### src/rtl/drygascon128_host_seq.sv
// Command sequencer that masters the drygascon128 F/G core register interface:
// loads C/X/I words, starts F/G, waits on idle and streams results out through a 2-entry FIFO.
module drygascon128_host_seq #(
    parameter int unsigned IDLE_TIMEOUT = 64
) (
    input  logic        clk,
    input  logic        rst,
    input  logic        cmd_valid,
    output logic        cmd_ready,
    input  logic [2:0]  cmd_op,
    input  logic [3:0]  cmd_ds,
    input  logic [3:0]  cmd_rounds,
    input  logic        s_valid,
    output logic        s_ready,
    input  logic [31:0] s_data,
    output logic        m_valid,
    input  logic        m_ready,
    output logic [31:0] m_data,
    output logic        m_last,
    output logic        busy,
    output logic        err,
    output logic        core_rst,
    output logic [31:0] core_din,
    output logic [3:0]  core_ds,
    output logic [3:0]  core_rounds,
    output logic        core_wr_i,
    output logic        core_wr_c,
    output logic        core_wr_x,
    output logic        core_start,
    output logic        core_rd_r,
    output logic        core_rd_c,
    input  logic [31:0] core_dout,
    input  logic        core_idle
);

    localparam logic [2:0] OpLoadC = 3'd0;
    localparam logic [2:0] OpLoadX = 3'd1;
    localparam logic [2:0] OpRunF  = 3'd2;
    localparam logic [2:0] OpRunG  = 3'd3;
    localparam logic [2:0] OpReadC = 3'd4;

    typedef enum logic [2:0] {StIdle, StWrite, StStart, StWait, StRead, StDrain} state_e;

    state_e      state_q;
    logic [2:0]  op_q;
    logic [3:0]  ds_q;
    logic [3:0]  rounds_q;
    logic [3:0]  cnt_q;
    logic [7:0]  tmo_q;
    logic [31:0] fifo_data_q [2];
    logic [1:0]  fifo_last_q;
    logic        rd_ptr_q;
    logic        wr_ptr_q;
    logic [1:0]  fifo_cnt_q;
    logic        infl_q;
    logic        infl_last_q;
    logic        err_q;
    logic        abort_q;

    logic [3:0]  n_words;
    logic        is_run;
    logic        cmd_legal;
    logic        wr_hs;
    logic        pop;
    logic        push;
    logic        rd_issue;
    logic [2:0]  occ;

    always_comb begin
        is_run    = (op_q == OpRunF) || (op_q == OpRunG);
        n_words   = ((op_q == OpLoadC) || (op_q == OpReadC)) ? 4'd10 : 4'd4;
        cmd_legal = (cmd_op <= OpReadC) &&
                    !(((cmd_op == OpRunF) || (cmd_op == OpRunG)) && (cmd_rounds == 4'd0));

        cmd_ready = (state_q == StIdle);
        busy      = (state_q != StIdle);
        s_ready   = (state_q == StWrite);
        wr_hs     = s_valid && s_ready;

        core_din  = s_data;
        core_wr_c = wr_hs && (op_q == OpLoadC);
        core_wr_x = wr_hs && (op_q == OpLoadX);
        core_wr_i = wr_hs && (op_q == OpRunF);
        core_start = (state_q == StStart);

        m_valid = (fifo_cnt_q != 2'd0);
        m_data  = fifo_data_q[rd_ptr_q];
        m_last  = m_valid && fifo_last_q[rd_ptr_q];
        pop     = m_valid && m_ready;
        push    = infl_q;

        // A pop this cycle frees a slot, so it is credited to keep one word per cycle.
        occ      = {1'b0, fifo_cnt_q} + {2'b0, infl_q} - {2'b0, pop};
        rd_issue = (state_q == StRead) && (cnt_q < n_words) && (occ < 3'd2);
        core_rd_r = rd_issue && is_run;
        core_rd_c = rd_issue && !is_run;

        core_ds     = ds_q;
        core_rounds = rounds_q;
        err         = err_q;
        core_rst    = rst || abort_q;
    end

    always_ff @(posedge clk) begin
        if (rst) begin
            state_q        <= StIdle;
            op_q           <= 3'd0;
            ds_q           <= 4'd0;
            rounds_q       <= 4'd0;
            cnt_q          <= 4'd0;
            tmo_q          <= 8'd0;
            fifo_data_q[0] <= 32'd0;
            fifo_data_q[1] <= 32'd0;
            fifo_last_q    <= 2'b00;
            rd_ptr_q       <= 1'b0;
            wr_ptr_q       <= 1'b0;
            fifo_cnt_q     <= 2'd0;
            infl_q         <= 1'b0;
            infl_last_q    <= 1'b0;
            err_q          <= 1'b0;
            abort_q        <= 1'b0;
        end else begin
            err_q       <= 1'b0;
            abort_q     <= 1'b0;
            infl_q      <= rd_issue;
            infl_last_q <= rd_issue && (cnt_q == n_words - 4'd1);

            // core_dout is registered in the core, so it lands one cycle after the strobe.
            if (push) begin
                fifo_data_q[wr_ptr_q] <= core_dout;
                fifo_last_q[wr_ptr_q] <= infl_last_q;
                wr_ptr_q              <= ~wr_ptr_q;
            end
            if (pop) begin
                rd_ptr_q <= ~rd_ptr_q;
            end
            if (push && !pop) begin
                fifo_cnt_q <= fifo_cnt_q + 2'd1;
            end else if (!push && pop) begin
                fifo_cnt_q <= fifo_cnt_q - 2'd1;
            end

            case (state_q)
                StIdle: begin
                    if (cmd_valid) begin
                        if (cmd_legal) begin
                            op_q     <= cmd_op;
                            ds_q     <= cmd_ds;
                            rounds_q <= cmd_rounds;
                            cnt_q    <= 4'd0;
                            case (cmd_op)
                                OpRunG:  state_q <= StStart;
                                OpReadC: state_q <= StRead;
                                default: state_q <= StWrite;
                            endcase
                        end else begin
                            err_q <= 1'b1;
                        end
                    end
                end
                StWrite: begin
                    if (wr_hs) begin
                        if (cnt_q == n_words - 4'd1) begin
                            cnt_q   <= 4'd0;
                            state_q <= (op_q == OpRunF) ? StStart : StIdle;
                        end else begin
                            cnt_q <= cnt_q + 4'd1;
                        end
                    end
                end
                StStart: begin
                    tmo_q   <= 8'd0;
                    state_q <= StWait;
                end
                StWait: begin
                    if (core_idle) begin
                        cnt_q   <= 4'd0;
                        state_q <= StRead;
                    end else if (tmo_q == 8'(IDLE_TIMEOUT - 1)) begin
                        err_q   <= 1'b1;
                        abort_q <= 1'b1;
                        state_q <= StIdle;
                    end else begin
                        tmo_q <= tmo_q + 8'd1;
                    end
                end
                StRead: begin
                    if (rd_issue) begin
                        cnt_q <= cnt_q + 4'd1;
                        if (cnt_q == n_words - 4'd1) begin
                            state_q <= StDrain;
                        end
                    end
                end
                StDrain: begin
                    if (!infl_q && ((fifo_cnt_q == 2'd0) || ((fifo_cnt_q == 2'd1) && pop))) begin
                        state_q <= StIdle;
                    end
                end
                default: state_q <= StIdle;
            endcase
        end
    end

endmodule

### config.mk
export PLATFORM = sky130hd
export DESIGN_NAME = drygascon128_host_seq
export DESIGN_NICKNAME = d
export VERILOG_FILES = /design/src/rtl/drygascon128_host_seq.sv
export SDC_FILE = /design/constraint.sdc
export NUM_CORES = 1
export LEC_CHECK = 0
export ABC_AREA = 1
export BUFFER_PORTS_ARGS = -buffer_cell sky130_fd_sc_hd__buf_2
export CAP_MARGIN = 15
export CORE_MARGIN = 3
export CORE_UTILIZATION = 51
export DETAILED_ROUTE_END_ITERATION = 7
export GPL_TIMING_DRIVEN = 0
export PLACE_DENSITY_LB_ADDON = 0.25
export SKIP_CTS_REPAIR_TIMING = 1
export SYNTH_ARGS = -nofsm -noshare
export SYNTH_HDL_FRONTEND = slang
export SYNTH_SLANG_ARGS = --single-unit
### constraint.sdc
create_clock -name clk -period 3.4 [get_ports clk]
set_clock_uncertainty 0.05 [all_clocks]
set_input_delay 0.17 -clock clk [delete_from_list [all_inputs] [get_ports clk]]
set_output_delay 0.17 -clock clk [all_outputs]
set_load 0.1 [all_outputs]
==> results of run 1 <==
## routing by layer
metal | wire (µm) | up-vias | global-route usage
met2 | 5490 | 129 | 0.3414
met3 | 642 | 10 | 0.04200
met1 | 4589 | 1845 | 0.2433
met4 | 90 | 0 | 0.05342
li1 | - | 2021 | -
met5 | 0 | - | 0
## cells by family after synthesis
| kind of cell | share of synthesized area |
|---|---|
| AND/OR/NAND/NOR | 0.1740 |
| buffers and inverters | 0.1266 |
| flip-flops | 0.5312 |
| AO/OA/AOI/OAI | 0.06216 |
| multiplexers | 0.07189 |
| adder cells (fa/ha/maj) | 0.02896 |
| XOR/XNOR | 0.005243 |
## metrics by stage
step / setup TNS [ps] / hold slack [ps] / total power [mW]
6_report: 0 / 37.79 / 5.004
4_1_cts: -209.3 / 17.60 / 4.967
5_1_grt: 0 / 21.56 / 5.241
2_1_floorplan: -196.4 / 276.2 / 3.730
3_5_place_dp: 0 / 388.2 / 4.140
3_3_place_gp: 0 / 382.3 / 4.097
## cell usage in the layout, fill, tap and decap left out, types with 2 or more instances in the layout
cell,count
sky130_fd_sc_hd__nand4_1,3
sky130_fd_sc_hd__nand3_1,31
sky130_fd_sc_hd__bufinv_16,2
sky130_fd_sc_hd__o21ai_0,13
sky130_fd_sc_hd__mux2_2,26
sky130_fd_sc_hd__inv_6,2
sky130_fd_sc_hd__nand2_1,48
sky130_fd_sc_hd__a21oi_1,32
sky130_fd_sc_hd__clkinvlp_4,2
sky130_fd_sc_hd__nor2_1,99
sky130_fd_sc_hd__ha_4,2
sky130_fd_sc_hd__nor2_4,3
sky130_fd_sc_hd__dfxtp_1,36
sky130_fd_sc_hd__ha_1,8
sky130_fd_sc_hd__clkbuf_8,9
sky130_fd_sc_hd__mux2_1,6
sky130_fd_sc_hd__nand2_2,5
sky130_fd_sc_hd__buf_4,32
sky130_fd_sc_hd__buf_2,134
sky130_fd_sc_hd__buf_6,4
sky130_fd_sc_hd__edfxtp_1,64
sky130_fd_sc_hd__clkbuf_1,10
sky130_fd_sc_hd__o21ai_1,10
sky130_fd_sc_hd__nor3_1,2
sky130_fd_sc_hd__xnor2_1,2
sky130_fd_sc_hd__nor2_2,3
sky130_fd_sc_hd__inv_2,5
sky130_fd_sc_hd__inv_1,76
## layout make-up
cell class / instances / area, µm²
inverter: 82 / 311.5
sequential: 101 / 2664
clock inverter: 6 / 93.84
buffer: 48 / 326.6
tap: 129 / 161.4
fill: 809 / 3208
multi-input combinational: 309 / 1808
timing repair buffer: 134 / 714.4
clock buffer: 10 / 127.6
## critical path: stages, from the launching register on
cell and delay (ps):
sky130_fd_sc_hd__dfxtp_2 350, sky130_fd_sc_hd__inv_2 110, sky130_fd_sc_hd__ha_4 150, sky130_fd_sc_hd__clkinvlp_4 110, sky130_fd_sc_hd__nand2_2 110, sky130_fd_sc_hd__inv_1 70, sky130_fd_sc_hd__ha_4 220, sky130_fd_sc_hd__nor2_1 100
sky130_fd_sc_hd__inv_1 70, sky130_fd_sc_hd__fa_1 510, sky130_fd_sc_hd__nand2_1 90, sky130_fd_sc_hd__nor2_4 140, sky130_fd_sc_hd__nand3_4 130, sky130_fd_sc_hd__nor3_4 250, sky130_fd_sc_hd__buf_12 200
## power by group through the flow
| stage | Combinational, mW | Clock [mW] | Sequential [mW] |
|---|---|---|---|
| global route | 2.81 | 0.897 | 1.54 |
| global placement | 2.56 | 0 | 1.54 |
| floorplan | 2.06 | 0 | 1.67 |
| CTS | 2.61 | 0.845 | 1.52 |
| finish | 2.66 | 0.827 | 1.52 |
| detailed placement | 2.59 | 0 | 1.54 |
## registers in the layout, indices dropped and copies added, names as in the netlist, named ones only
| register | cells |
|---|---|
| abort_q | 1 |
| op_q | 3 |
| tmo_q | 8 |
| state_q | 3 |
| infl_q | 1 |
| rd_ptr_q | 1 |
| fifo_cnt_q | 2 |
| err | 1 |
| fifo_last_q | 2 |
| core_rounds | 4 |
| core_ds | 4 |
| wr_ptr_q | 1 |
| cnt_q | 4 |
| fifo_data_q | 64 |
| infl_last_q | 1 |
## worst paths after layout
check                                                    to                        start  slack, ps  cells past startpoint
worst max-delay path                              core_rd_r   fifo_cnt_q[1]$_SDFFE_PP0N_        230                     14
worst min-delay path                core_ds[2]$_SDFFE_PP0P_                    cmd_ds[2]         40                      3
worst max register to register      state_q[0]$_SDFFE_PP0P_   fifo_cnt_q[1]$_SDFFE_PP0N_        640                     15
worst min register to register  core_rounds[1]$_SDFFE_PP0P_  core_rounds[1]$_SDFFE_PP0P_        400                      2
==> results.sh, run 1 <==
export IMPL_class_of_the_tightest_hold_or_removal_check="input port to flop"
export IMPL_grt_overflow_total=0
export IMPL_post_route_util=0.6593
export IMPL_area_growth_syn_to_fin_pct=23.84
export IMPL_finalWorstSetupSlack_ps=226.3
export IMPL_synth_top_area_cell="sky130_fd_sc_hd__edfxtp_1"
export IMPL_comb_power_share=0.531
export IMPL_number_of_global_route_vias_before_repair=3900
export IMPL_end_kind="output pin"
export IMPL_die_height_um=105.1
export IMPL_grt_antenna_before_repair=0
export IMPL_cts_buffers_inserted=9
export IMPL_netSwitchingFraction=0.5120
export IMPL_fmaxAchievable_mhz=315.1
export IMPL_drt_pass1_iter_count=5
export IMPL_timing_worst_slew_pin_value_ps=849.2
export IMPL_seq_pwr_share=0.303
export IMPL_core_um2=9415
export IMPL_place_ws_ps=317.4
export IMPL_final_layout_size_suffix_gt1_frac=0.3507
export IMPL_die_width_um=105.1
export IMPL_yosys_area_top_type_share=0.3834
export IMPL_floorplan_io_pins=166
export IMPL_cts_tree="built"
export IMPL_run_status="finished, final reports clean"
export IMPL_post_route_period_util=0.9334
export IMPL_crit_path_start_kind="flop"
export IMPL_unrepaired_setup_endpoints_after_global_routing="false"
export IMPL_initial_core_util=0.5324
export IMPL_clock_edge_transition_at_the_registers_on_the_reported_setup_and_hold_paths_ps=90
export IMPL_dp_hpwl_um=8261
export IMPL_antenna_diode_count=0
export IMPL_nets=777
export IMPL_postLayoutCellArea_um2=6207
export IMPL_synth_area_per_cell_um2=9.282
export IMPL_detail_route_iter0_violations=187
export IMPL_cap_violations=0
export IMPL_port_buffer_count=133
export IMPL_ys_seq_elements=101
export IMPL_power_switching_mw=2.562
export IMPL_grt_use_total=0.1950
export IMPL_vias=4005
export IMPL_synth_lib_cells_used_distinct=36
export IMPL_post_synth_instance_area_um2=5012
export IMPL_postRouteWirelength_um=10810
export IMPL_crit_arrival_ps=2950
export IMPL_post_synth_most_frequent_cells="sky130_fd_sc_hd__nor2_1, sky130_fd_sc_hd__inv_1, sky130_fd_sc_hd__edfxtp_1"
export IMPL_grt_pass1_wl_um=17520
export IMPL_clkSinkCount=101
export IMPL_cellPowerDensity_nw_per_um2=806.1
export IMPL_cts_max_level=3
export IMPL_syn_nets=632
export IMPL_synth_ff_type="sky130_fd_sc_hd__edfxtp_1"
export IMPL_power_internal_mw=2.442
export IMPL_p_clk_frac=0.165
export IMPL_slew_headroom=0.4319
export IMPL_share_of_synthesized_flip_flops_with_an_asynchronous_set_or_reset=0
export IMPL_routabilityCongestion=0.8913
export IMPL_antenna_left=0
export IMPL_setup_viol_count_final=0
export IMPL_synth_enable_flop_cells=64
export IMPL_routed_wire_length_per_instance_um=13.20
export IMPL_irDropWorstVdd_uv=480.1
export IMPL_layoutNonFillerInstCount=819
export IMPL_cp_data_required_time_ps=3180
export IMPL_clock_insertion_delay_worst_skew_ps=350
export IMPL_viasPerCell=4.890
export IMPL_postPlaceCellArea_um2=5928
export IMPL_critical_path_start_end_classification="flop to output pin"
export IMPL_synth_top_cells_by_area="sky130_fd_sc_hd__edfxtp_1, sky130_fd_sc_hd__dfxtp_1, sky130_fd_sc_hd__nor2_1"
export IMPL_synth_seq_area_share=0.5312
export IMPL_maximum_number_of_pins_on_one_net_before_global_route_repair=35
export IMPL_p_leak_nw=2.930
export IMPL_ys_warnings_count=0
export IMPL_cts_max_path_buffers=2
export IMPL_detail_route_drc_violations=0
export IMPL_period_needed_ps=3174
export IMPL_timing_critical_path_fanout_max=4
export IMPL_placement_rows=35
export IMPL_fp_dieArea_um2=11050
export IMPL_yosys_cell_count_top_type="sky130_fd_sc_hd__nor2_1"
export IMPL_timing_max_transition_violations_final=0
export IMPL_dp_cells=803
export IMPL_hold_violations=0
export IMPL_clockRootBuffer="sky130_fd_sc_hd__clkbuf_8"
export IMPL_post_synth_inst_count=540
No activity file was read; power rests on OpenSTA's default activity.
==> run 2: changes to the inputs <==
--- a/config.mk
+++ b/config.mk
@@ -5,7 +5,7 @@
 export SDC_FILE = /design/constraint.sdc
 export NUM_CORES = 1
 export LEC_CHECK = 0
-export ABC_AREA = 1
+export ABC_AREA = 0
 export BUFFER_PORTS_ARGS = -buffer_cell sky130_fd_sc_hd__buf_2
 export CAP_MARGIN = 15
 export CORE_MARGIN = 3
==> run 2 against run 1 <==
Effect of this change:
- the run now ends with hold timing left
- critical path depth down 1
- sequential share of layout area rose by 0.40 points
- synthesized area shrank 1.1%
- cell count decreased by 13%
- count of clock-buffer cells in the layout is 1 lower
- global-route usage grew 0.071 points
- power fell by 18%
- sequential power down 5%
- via count down 8.4%
- die area shrank 1.1%
- design area down 0.79%
- routed wire length decreased by 0.66%
==> results.sh, run 2 <==
export IMPL_run_status="finished, violations left"
export IMPL_failed_checks="hold timing"
export IMPL_worst_path_max_delay_cell="sky130_fd_sc_hd__fa_1"
export IMPL_regToRegSetupSlack_ps=280
export IMPL_routabilityCongestion=0.8482
export IMPL_dp_hpwl_um=8054
export IMPL_grt_use_total=0.1957
export IMPL_cpLargestDelayFamily="adder cells"
export IMPL_port_buffer_count=133
export IMPL_post_synth_most_frequent_cells="sky130_fd_sc_hd__and2_1, sky130_fd_sc_hd__edfxtp_1, sky130_fd_sc_hd__dfxtp_1"
export IMPL_fp_dieArea_um2=10930
export IMPL_antenna_left=0
export IMPL_nFillCells=760
export IMPL_cts_tree="built"
export IMPL_dp_cells=698
export IMPL_cap_violations=0
export IMPL_maximum_number_of_pins_on_one_net_before_global_route_repair=20
export IMPL_timing_hold_ws_ps=-8.139
export IMPL_share_of_synthesized_flip_flops_with_an_asynchronous_set_or_reset=0
export IMPL_number_of_global_route_vias_before_repair=3655
export IMPL_r2r_start="fifo_cnt_q[0]$_SDFFE_PP0N_"
export IMPL_end_kind="output pin"
export IMPL_slowest_delay_ps=480
export IMPL_cp_data_required_time_ps=3180
export IMPL_setup_viol_count_final=0
export IMPL_grt_pass1_wl_um=17170
export IMPL_drt_pass1_iter_count=4
export IMPL_clockRootBuffer="sky130_fd_sc_hd__clkbuf_8"
export IMPL_timing_worst_slew_pin_value_ps=694.5
export IMPL_cts_buffers_inserted=9
export IMPL_grt_overflow_total=0
export IMPL_floorplan_io_pins=166
export IMPL_grt_antenna_before_repair=0
export IMPL_max_flop_register="fifo_data_q"
export IMPL_period_needed_ps=3239
export IMPL_clock_insertion_delay_worst_skew_ps=360
export IMPL_post_synth_inst_count=434
export IMPL_layout_cells_most_common_list="sky130_fd_sc_hd__buf_2, sky130_fd_sc_hd__and2_1, sky130_fd_sc_hd__edfxtp_1, sky130_fd_sc_hd__dfxtp_1"
export IMPL_synth_top_cells_by_area="sky130_fd_sc_hd__edfxtp_1, sky130_fd_sc_hd__dfxtp_1, sky130_fd_sc_hd__and2_1"
export IMPL_post_synth_instance_area_um2=4955
export IMPL_vias=3668
export IMPL_routed_wire_length_per_instance_um=15.02
export IMPL_die_width_um=104.6
export IMPL_synth_ff_type="sky130_fd_sc_hd__edfxtp_1"
export IMPL_viasPerCell=5.130
export IMPL_layoutNonFillerInstCount=715
export IMPL_r2r_depth=12
export IMPL_detail_route_drc_violations=0
export IMPL_crit_path_start_kind="flop"
export IMPL_postRouteWirelength_um=10740
export IMPL_first_element_of_the_critical_path="fifo_cnt_q[0]$_SDFFE_PP0N_"
export IMPL_final_layout_size_suffix_gt1_frac=0.4164
export IMPL_synth_top_area_cell="sky130_fd_sc_hd__edfxtp_1"
export IMPL_slew_headroom=0.5334
export IMPL_cts_max_level=3
export IMPL_fmaxAchievable_mhz=308.8
export IMPL_core_um2=9328
export IMPL_clkSinkCount=101
export IMPL_layout_cells_most_common="sky130_fd_sc_hd__buf_2"
export IMPL_critical_path_n_buffers_inverters=5
export IMPL_synth_lib_cells_used_distinct=50
export IMPL_synth_area_per_cell_um2=11.42
export IMPL_antenna_diode_count=0
export IMPL_detail_route_iter0_violations=137
export IMPL_crit_reg2reg_capture="cnt_q[2]$_SDFFE_PP0P_"
export IMPL_initial_core_util=0.5312
export IMPL_synth_enable_flop_cells=64
export IMPL_die_height_um=104.6
export IMPL_synth_seq_area_share=0.5374
export IMPL_crit_cells=13
export IMPL_placement_rows=35
export IMPL_yosys_area_top_type_share=0.3879
export IMPL_hold_violations=2
export IMPL_ys_seq_elements=101
export IMPL_largest_register_ffs=64
export IMPL_timing_max_transition_violations_final=0
export IMPL_class_of_the_tightest_hold_or_removal_check="input port to flop"
export IMPL_ys_warnings_count=0
export IMPL_critical_path_start_end_classification="flop to output pin"
export IMPL_timing_critical_path_fanout_max=4
export IMPL_p_leak_nw=2.603
export IMPL_post_route_period_util=0.9526
export IMPL_cp_cell_sequence="inv_1 -> ha_4 -> clkinvlp_4 -> nand2_2 -> inv_1 -> ha_4 -> nand2b_1 -> fa_1 -> nor2b_2 -> nand4_1 -> buf_4 -> nor3b_4 -> buf_12"
export IMPL_crit_arrival_ps=3020
export IMPL_layout_top_registers="fifo_data_q: 64 flops, tmo_q: 8 flops"
export IMPL_cellPowerDensity_nw_per_um2=668.5
export IMPL_nets=673
export IMPL_setup_worst_path_end="core_rd_r"
export IMPL_irDropWorstVdd_uv=731.8
export IMPL_area_growth_syn_to_fin_pct=24.29
export IMPL_cts_max_path_buffers=2
export IMPL_clock_edge_transition_at_the_registers_on_the_reported_setup_and_hold_paths_ps=100
export IMPL_syn_nets=526
[run 2: cell types whose count changed in the layout (fill, tap and decap cells not counted), sizes merged, moves of 12 or more]
cell and change:
a21oi -19, and2 +64, inv -61, mux2i +12, nand2 -41, nand3 -26, nor2 -72, o21ai -16
[run 2: final cells by class]
type / instances / area (µm²) / share of cell area
inverters: 20 / 78.83 / 0.01280
flip-flops and latches: 101 / 2668 / 0.4332
repair buffers: 136 / 745.7 / 0.1211
clock inverters: 7 / 66.31 / 0.01077
plain buffers: 51 / 316.6 / 0.05140
well taps: 129 / 161.4 / 0.02621
clock buffers: 9 / 123.9 / 0.02011
multi-input cells: 262 / 1998 / 0.3245
[run 2: worst min-delay path by stage]
stage / startpoint / end / slack, ps / cells past startpoint
final: cmd_ds[3] / core_ds[3]$_SDFFE_PP0P_ / -8 / 3
after global routing: cmd_ds[1] / core_ds[1]$_SDFFE_PP0P_ / 5 / 3
after CTS: cmd_ds[3] / core_ds[3]$_SDFFE_PP0P_ / -20 / 3
after detailed placement: cmd_ds[3] / core_ds[3]$_SDFFE_PP0P_ / 360 / 3
after global placement: cmd_ds[0] / core_ds[0]$_SDFFE_PP0P_ / 360 / 3
after floorplan: cmd_ds[0] / core_ds[0]$_SDFFE_PP0P_ / 270 / 2
[run 2: where the power goes]
part,switching (mW),internal (mW),leakage (nW)
Sequential,0.0500,1.39,0.962
Combinational,1.51,0.442,1.55
Clock,0.445,0.283,0.0949
Total,2.01,2.11,2.60
[run 2: cell families after synthesis]
group,after synthesis,synth area share
AND/OR/NAND/NOR,151,0.1725
AO/OA/AOI/OAI,44,0.06314
adder cells (fa/ha/maj),11,0.02929
buffers and inverters,71,0.07904
multiplexers,45,0.09924
XOR/XNOR,11,0.01945
flip-flops,101,0.5374
[run 2: layer usage]
metal	part of all wire	track usage	up-vias
li1	-	-	1777
met3	0.054	0.03397	23
met2	0.53	0.3455	113
met1	0.39	0.2360	1755
met4	0.026	0.08072	0
met5	0	0	-
[run 2: per-stage QoR]
step	setup TNS, ps	instance area, µm²	power (mW)	setup WS (ps)	utilization
global placement	-88100	5852	3.382	-1362	0.6274
floorplan	-270.6	5025	3.103	-270.6	-
finish	0	6158	4.117	161.3	0.6602
CTS	-433.3	6120	4.134	-274.0	0.6561
global route	-13.49	6158	4.289	-13.49	0.6602
detailed placement	0	5929	3.409	115.7	0.6357
[run 2: tightest hold or removal path: cells and delay by family]
kind	cells	cell delay [ps]
buffers and inverters	1	70
AND/OR/NAND/NOR	1	70
multiplexers	1	50
